File: config.mk
export PLATFORM = sky130hd
export DESIGN_NAME = lsu_align_seq
export DESIGN_NICKNAME = d
export VERILOG_FILES = /design/src/rtl/lsu_align_seq.sv
export SDC_FILE = /design/constraint.sdc
export NUM_CORES = 1
export LEC_CHECK = 0
export BUFFER_PORTS_ARGS = -buffer_cell sky130_fd_sc_hd__buf_2
export CORE_MARGIN = 1
export CORE_UTILIZATION = 31
export DETAILED_ROUTE_END_ITERATION = 6
export GPL_ROUTABILITY_DRIVEN = 0
export PLACE_DENSITY_LB_ADDON = 0.05
export SYNTH_ARGS = -nofsm -noshare
export SYNTH_HDL_FRONTEND = slang
export SYNTH_SLANG_ARGS = --single-unit
File: constraint.sdc
create_clock -name clk -period 6.5 [get_ports clk]
set_input_delay 0.325 -clock clk [delete_from_list [all_inputs] [get_ports clk]]
set_output_delay 0.325 -clock clk [all_outputs]
set_load 0.01 [all_outputs]
File: src/rtl/lsu_align_seq.sv
// Load/store sequencer in front of dmem: word-only reads with local split/merge and
// extension of unaligned loads, single-cycle stores, and error responses for bad requests.
module lsu_align_seq #(
    parameter int RD_LAT = 1
) (
    input  logic        clk,
    input  logic        rst_n,
    input  logic        req_valid,
    output logic        req_ready,
    input  logic [31:0] req_addr,
    input  logic [2:0]  req_memop,
    input  logic        req_we,
    input  logic [31:0] req_wdata,
    output logic        resp_valid,
    output logic [31:0] resp_rdata,
    output logic        resp_err,
    output logic [31:0] mem_addr,
    output logic [2:0]  mem_memop,
    output logic        mem_we,
    output logic [31:0] mem_wdata,
    input  logic [31:0] mem_rdata
);

    // state | meaning
    // IDLE  | waiting for a request, req_ready high
    // RDA   | reading the word holding the first byte
    // RDB   | reading the following word of a crossing load
    // WR    | one-cycle dmem write
    // RESP  | response pulse, no error
    // ERR   | response pulse, error
    typedef enum logic [2:0] {IDLE, RDA, RDB, WR, RESP, ERR} state_t;

    localparam logic [1:0] LAT_INIT = 2'(RD_LAT - 1);

    state_t      state_q, state_d;
    logic [1:0]  lat_cnt_q, lat_cnt_d;
    logic [31:0] addr_q, addr_d;
    logic [2:0]  memop_q, memop_d;
    logic        we_q, we_d;
    logic [31:0] w0_q, w0_d;
    logic [31:0] w1_q, w1_d;
    logic [31:0] mem_addr_q, mem_addr_d;
    logic [2:0]  mem_memop_q, mem_memop_d;
    logic [31:0] mem_wdata_q, mem_wdata_d;

    logic        req_illegal;
    logic        req_misal;
    logic [2:0]  size_q;
    logic        crossing;
    logic [31:0] word_addr;
    logic [63:0] merged;
    logic [31:0] raw;
    logic [31:0] load_res;

    assign req_illegal = (req_memop == 3'b011) || (req_memop[2:1] == 2'b11) ||
                         (req_we && req_memop[2]);
    assign req_misal   = ((req_memop[1:0] == 2'b01) && req_addr[0]) ||
                         ((req_memop[1:0] == 2'b10) && (req_addr[1:0] != 2'b00));

    assign size_q    = (memop_q[1:0] == 2'b00) ? 3'd1 :
                       (memop_q[1:0] == 2'b01) ? 3'd2 : 3'd4;
    assign crossing  = ({1'b0, addr_q[1:0]} + size_q) > 3'd4;
    assign word_addr = {addr_q[31:2], 2'b00};

    always_ff @(posedge clk or negedge rst_n) begin
        if (!rst_n) begin
            state_q     <= IDLE;
            lat_cnt_q   <= 2'd0;
            addr_q      <= 32'd0;
            memop_q     <= 3'b010;
            we_q        <= 1'b0;
            w0_q        <= 32'd0;
            w1_q        <= 32'd0;
            mem_addr_q  <= 32'd0;
            mem_memop_q <= 3'b010;
            mem_wdata_q <= 32'd0;
        end else begin
            state_q     <= state_d;
            lat_cnt_q   <= lat_cnt_d;
            addr_q      <= addr_d;
            memop_q     <= memop_d;
            we_q        <= we_d;
            w0_q        <= w0_d;
            w1_q        <= w1_d;
            mem_addr_q  <= mem_addr_d;
            mem_memop_q <= mem_memop_d;
            mem_wdata_q <= mem_wdata_d;
        end
    end

    always_comb begin
        state_d     = state_q;
        lat_cnt_d   = lat_cnt_q;
        addr_d      = addr_q;
        memop_d     = memop_q;
        we_d        = we_q;
        w0_d        = w0_q;
        w1_d        = w1_q;
        mem_addr_d  = mem_addr_q;
        mem_memop_d = mem_memop_q;
        mem_wdata_d = mem_wdata_q;
        unique case (state_q)
            IDLE: begin
                if (req_valid) begin
                    addr_d  = req_addr;
                    memop_d = req_memop;
                    we_d    = req_we;
                    if (req_illegal || (req_we && req_misal)) begin
                        state_d = ERR;
                    end else if (req_we) begin
                        state_d     = WR;
                        mem_addr_d  = req_addr;
                        mem_memop_d = req_memop;
                        mem_wdata_d = req_wdata;
                    end else begin
                        state_d     = RDA;
                        mem_addr_d  = {req_addr[31:2], 2'b00};
                        mem_memop_d = 3'b010;
                        lat_cnt_d   = LAT_INIT;
                    end
                end
            end
            RDA: begin
                if (lat_cnt_q == 2'd0) begin
                    w0_d = mem_rdata;
                    if (crossing) begin
                        state_d    = RDB;
                        mem_addr_d = word_addr + 32'd4;
                        lat_cnt_d  = LAT_INIT;
                    end else begin
                        state_d = RESP;
                    end
                end else begin
                    lat_cnt_d = lat_cnt_q - 2'd1;
                end
            end
            RDB: begin
                if (lat_cnt_q == 2'd0) begin
                    w1_d    = mem_rdata;
                    state_d = RESP;
                end else begin
                    lat_cnt_d = lat_cnt_q - 2'd1;
                end
            end
            WR:       state_d = RESP;
            RESP,
            ERR:      state_d = IDLE;
            default:  state_d = IDLE;
        endcase
    end

    // Non-crossing loads only use the low bytes after the shift, so a stale w1 is harmless.
    assign merged = {w1_q, w0_q} >> {addr_q[1:0], 3'b000};
    assign raw    = merged[31:0];

    always_comb begin
        load_res = raw;
        unique case (memop_q)
            3'b000:  load_res = {{24{raw[7]}}, raw[7:0]};
            3'b001:  load_res = {{16{raw[15]}}, raw[15:0]};
            3'b100:  load_res = {24'd0, raw[7:0]};
            3'b101:  load_res = {16'd0, raw[15:0]};
            default: load_res = raw;
        endcase
    end

    assign req_ready  = (state_q == IDLE) && rst_n;
    assign resp_valid = (state_q == RESP) || (state_q == ERR);
    assign resp_err   = (state_q == ERR);
    assign resp_rdata = ((state_q == RESP) && !we_q) ? load_res : 32'd0;
    assign mem_we     = (state_q == WR);
    assign mem_addr   = mem_addr_q;
    assign mem_memop  = mem_memop_q;
    assign mem_wdata  = mem_wdata_q;

endmodule

==> impl_results.md <==
* Global route overflow at 0
* Synthesized netlist cell count at 692
* Slew margin rel. at 29.59%
* Worst Path Arrival at 3.26 ns
* Via Count at between 6000 and 7000
* Num Clock Sinks at between 150 and 200
* Largest family of logic cells by synthesized area: multiplexers
* Cell Rows at 59
* Hold Vio Cnt, Final at 0
* IR Drop Worst-Case VDD at 0.0001670 V
* Failing checks: DRC
* Tot GR Track Use at 16.53%
* CTS root buf: clkbuf_16
* Yosys top cell area share at between 40% and 50%
* Post-DP Area at 0.009674 mm^2
* Final hold slack at 0.1205 ns
* Vias in the first global route at 6515
* TritonCTS clock tree: built
* Setup slack, reg-to-reg at 3.02 ns
* Library cells used by synthesis at 59
* Setup_tns at 0 ns
* IO Port Bufs at about 210
* Nets at just under 1000
* Share of cells above drive strength 1 at 45.63%
* Worst setup slack after layout at 2.914 ns
* 1st-iter DRT viols at 300
* Max Root-Sink Buffers at 2
* Layer with the highest usage: met2
* HP Class: input pin to register
* Power Internal at 3.196 mW
* Flops & latches, synth at roughly 160
* Crit share post-route at 55.17%
* CTS resizes at 0
* Adder-cell share of the synthesized area at 0.9883%
* First-pass iteration count of the detailed router at 6
* Max Fanout on Critical Path at 36
* I/O Pins at about 200
* Final Setup Violations at 0
* Seq pwr share at between 40% and 50%
* Compound-gate portion of the synthesized area at 6.813%
* R2R depth at 9
* Hold worst-path end: mem_wdata[6]$_DFFE_PN0P_
* Comb pwr share at 40.7%
* Hold-critical path depth at 2
* DRC at 24
* Die H at 166.2 um
* Core footprint at 0.02628 mm^2
* Post-synthesis xor/xnor area fraction at 2.725%
* RSZ-0062 raised after global routing: false
* M3 GR Usage at under 10%
* Total die area at ~0.028 mm^2
* Number of synthesized flops with an enable pin at 0
* First-pass GRT wire length at 35960 um
* Crit Path Category: register to output pin
* Via-to-Cell Ratio at 5.005
* Syn Nets at ~800
* Final Core Density at 38.95%
* Largest net degree at the start of global routing at 70
* Crit start category: register
* Clk slew on worst S/H paths at roughly 0.06 ns
* Most frequent cells after synthesis: dfrtp_1 (162), mux2_2 (121), nand2_1 (65), nor2_1 (37), a21oi_1 (32)
* Final WL at 21950 um
* Primary FF master, synth: dfrtp_1
* Tmin final at approximately 3.6 ns
* P&R area growth vs syn at 22.49%
* Syn Std Cell Area at 0.008356 mm^2
* Status: finished with violations
* Fin area at 0.01023 mm^2
* Starting Density at 31.79%
* Avg Inst Size Synth at ~12 um^2
* Synth area leader: dfrtp_1
* Max-cap violation count at 0
* # H-tree levels at 4
* Die X at 166.2 um
* Skew final at 0.01417 ns
* Synth area leaders: dfrtp_1 (49%), mux2_2 (16%), mux4_2 (8.4%)
* Power per cell area at 496.2 mW/mm^2
* Top-count cell post-synth: dfrtp_1
* Total CTS buffers at 17
* Final Non-Filler Cells at around 1200
* Total Power at a little over 5 mW
* Critical Path RT at ~6.2 ns
* Post-synthesis sequential area ratio at 49.15%
* Routed len/inst at roughly 18 um
* Final Max Slew Viols at 0
* Worst R2R Start: addr_q[0]$_DFFE_PN0P_
* Sw Share at a little under two fifths
* Worst-skew pair later-pin latency at 0.42 ns
* Capturing point of the worst reg2reg path: mem_addr[28]$_DFFE_PN0P_
* LEAKAGE at 4.613 nW
* Mux contribution to synthesized area at 26.61%
* Worst Setup End Kind: output pin
* Achievable Freq at 278.8 MHz
* Worst slew pin tran at approximately 1.1 ns
* Clk pwr share at 18.8%
* Detailed Place HPWL at 15540 um
* Async SR Flop Fraction at 100.0%
* Placed cells at 1195
* M1 GR Usage at approximately 22%
* Synth Area in Simple Gates at 10.18%
* Initial antenna violation count at 6
* HP Start: req_wdata[6]
* DP Worst Slack at 2.921 ns
* Final ANT Viol Nets at 0
* M2 GR Usage at 26.49%
* Syn. warnings at 0
* Switching power at around 1.9 mW
==> sequential cells by signal, indices dropped and copies added (netlist names), 2 cells and up <==
| signal | count |
|---|---|
| addr_q | 32 |
| mem_addr | 32 |
| mem_wdata | 32 |
| w0_q | 32 |
| w1_q | 24 |
| mem_memop | 3 |
| memop_q | 3 |
| state_q | 3 |
| lat_cnt_q | 2 |
==> area by class of cell <==
| class | instances | area [um^2] |
|---|---|---|
| fillers | 2588 | 16050 |
| flip-flops and latches | 164 | 4109 |
| multi-input cells | 461 | 3979 |
| repair buffers | 212 | 1087 |
| clock buffers | 20 | 436.7 |
| well taps | 335 | 419.2 |
| clock inverters | 11 | 106.4 |
| inverters | 24 | 90.09 |
| diodes | 3 | 7.507 |
==> routing by layer <==
layer | wire [um] | vias up
met5 | 33 | -
met2 | 10260 | 173
met4 | 72 | 6
met3 | 1594 | 8
met1 | 9998 | 3101
li1 | - | 2868
==> cells in the final DEF (no fill, tap or decap), types with 6 or more instances in the layout <==
master      count
buf_2         204
nand3_1         8
clkinvlp_4      6
nand2_1        65
nor2_1         37
nand4_1        13
dfrtp_1       160
nor3_1          6
o221ai_1       10
clkbuf_16      17
inv_1          24
xor2_1         21
a21oi_1        32
mux4_2         31
mux2_2        121
nor2b_1        12
buf_4           6
o21ai_0        23
mux2i_1        14
==> logic make-up after synthesis <==
kind of cell	count (synthesis)
simple gates	170
mux	168
flops	164
compound gates	91
buf+inv	67
xor+xnor	26
fa+ha+maj	6
==> what timing repair did <==
item,4_1_cts,5_1_grt
hold endpoints to repair,38,0
buffers inserted,0,0
hold buffers,1,0
==> critical path: stages, from the launching register on <==
cell and delay [ns]:
dfrtp_2 1.02, mux4_2 0.62, mux2i_1 0.15, nor2_1 0.06
o21bai_2 0.60, a21oi_1 0.18, buf_2 0.20
==> worst max-delay path by stage <==
| stage | start | endpoint | slack [ns] |
|---|---|---|---|
| 5_1_grt | addr_q[0]$_DFFE_PN0P_ | resp_rdata[30] | 2.66 |
| 2_1_floorplan | addr_q[1]$_DFFE_PN0P_ | lat_cnt_q[0]$_DFFE_PN0P_ | 3.62 |
| 3_5_place_dp | addr_q[0]$_DFFE_PN0P_ | mem_addr[19]$_DFFE_PN0P_ | 2.92 |
| 3_3_place_gp | addr_q[0]$_DFFE_PN0P_ | mem_addr[30]$_DFFE_PN0P_ | 3.01 |
| 4_1_cts | addr_q[0]$_DFFE_PN0P_ | resp_rdata[30] | 2.85 |
| 6_report | addr_q[0]$_DFFE_PN0P_ | resp_rdata[30] | 2.91 |
==> power by group through the flow <==
stage	Clock, mW	Sequential [mW]	Combinational [mW]
6_report	0.954	2.06	2.07
2_1_floorplan	0	1.93	1.55
3_3_place_gp	0	2.05	2.07
4_1_cts	0.992	2.06	2.11
5_1_grt	1.03	2.16	2.29
3_5_place_dp	0	2.07	2.10
Power figures use the tool's default switching activity.
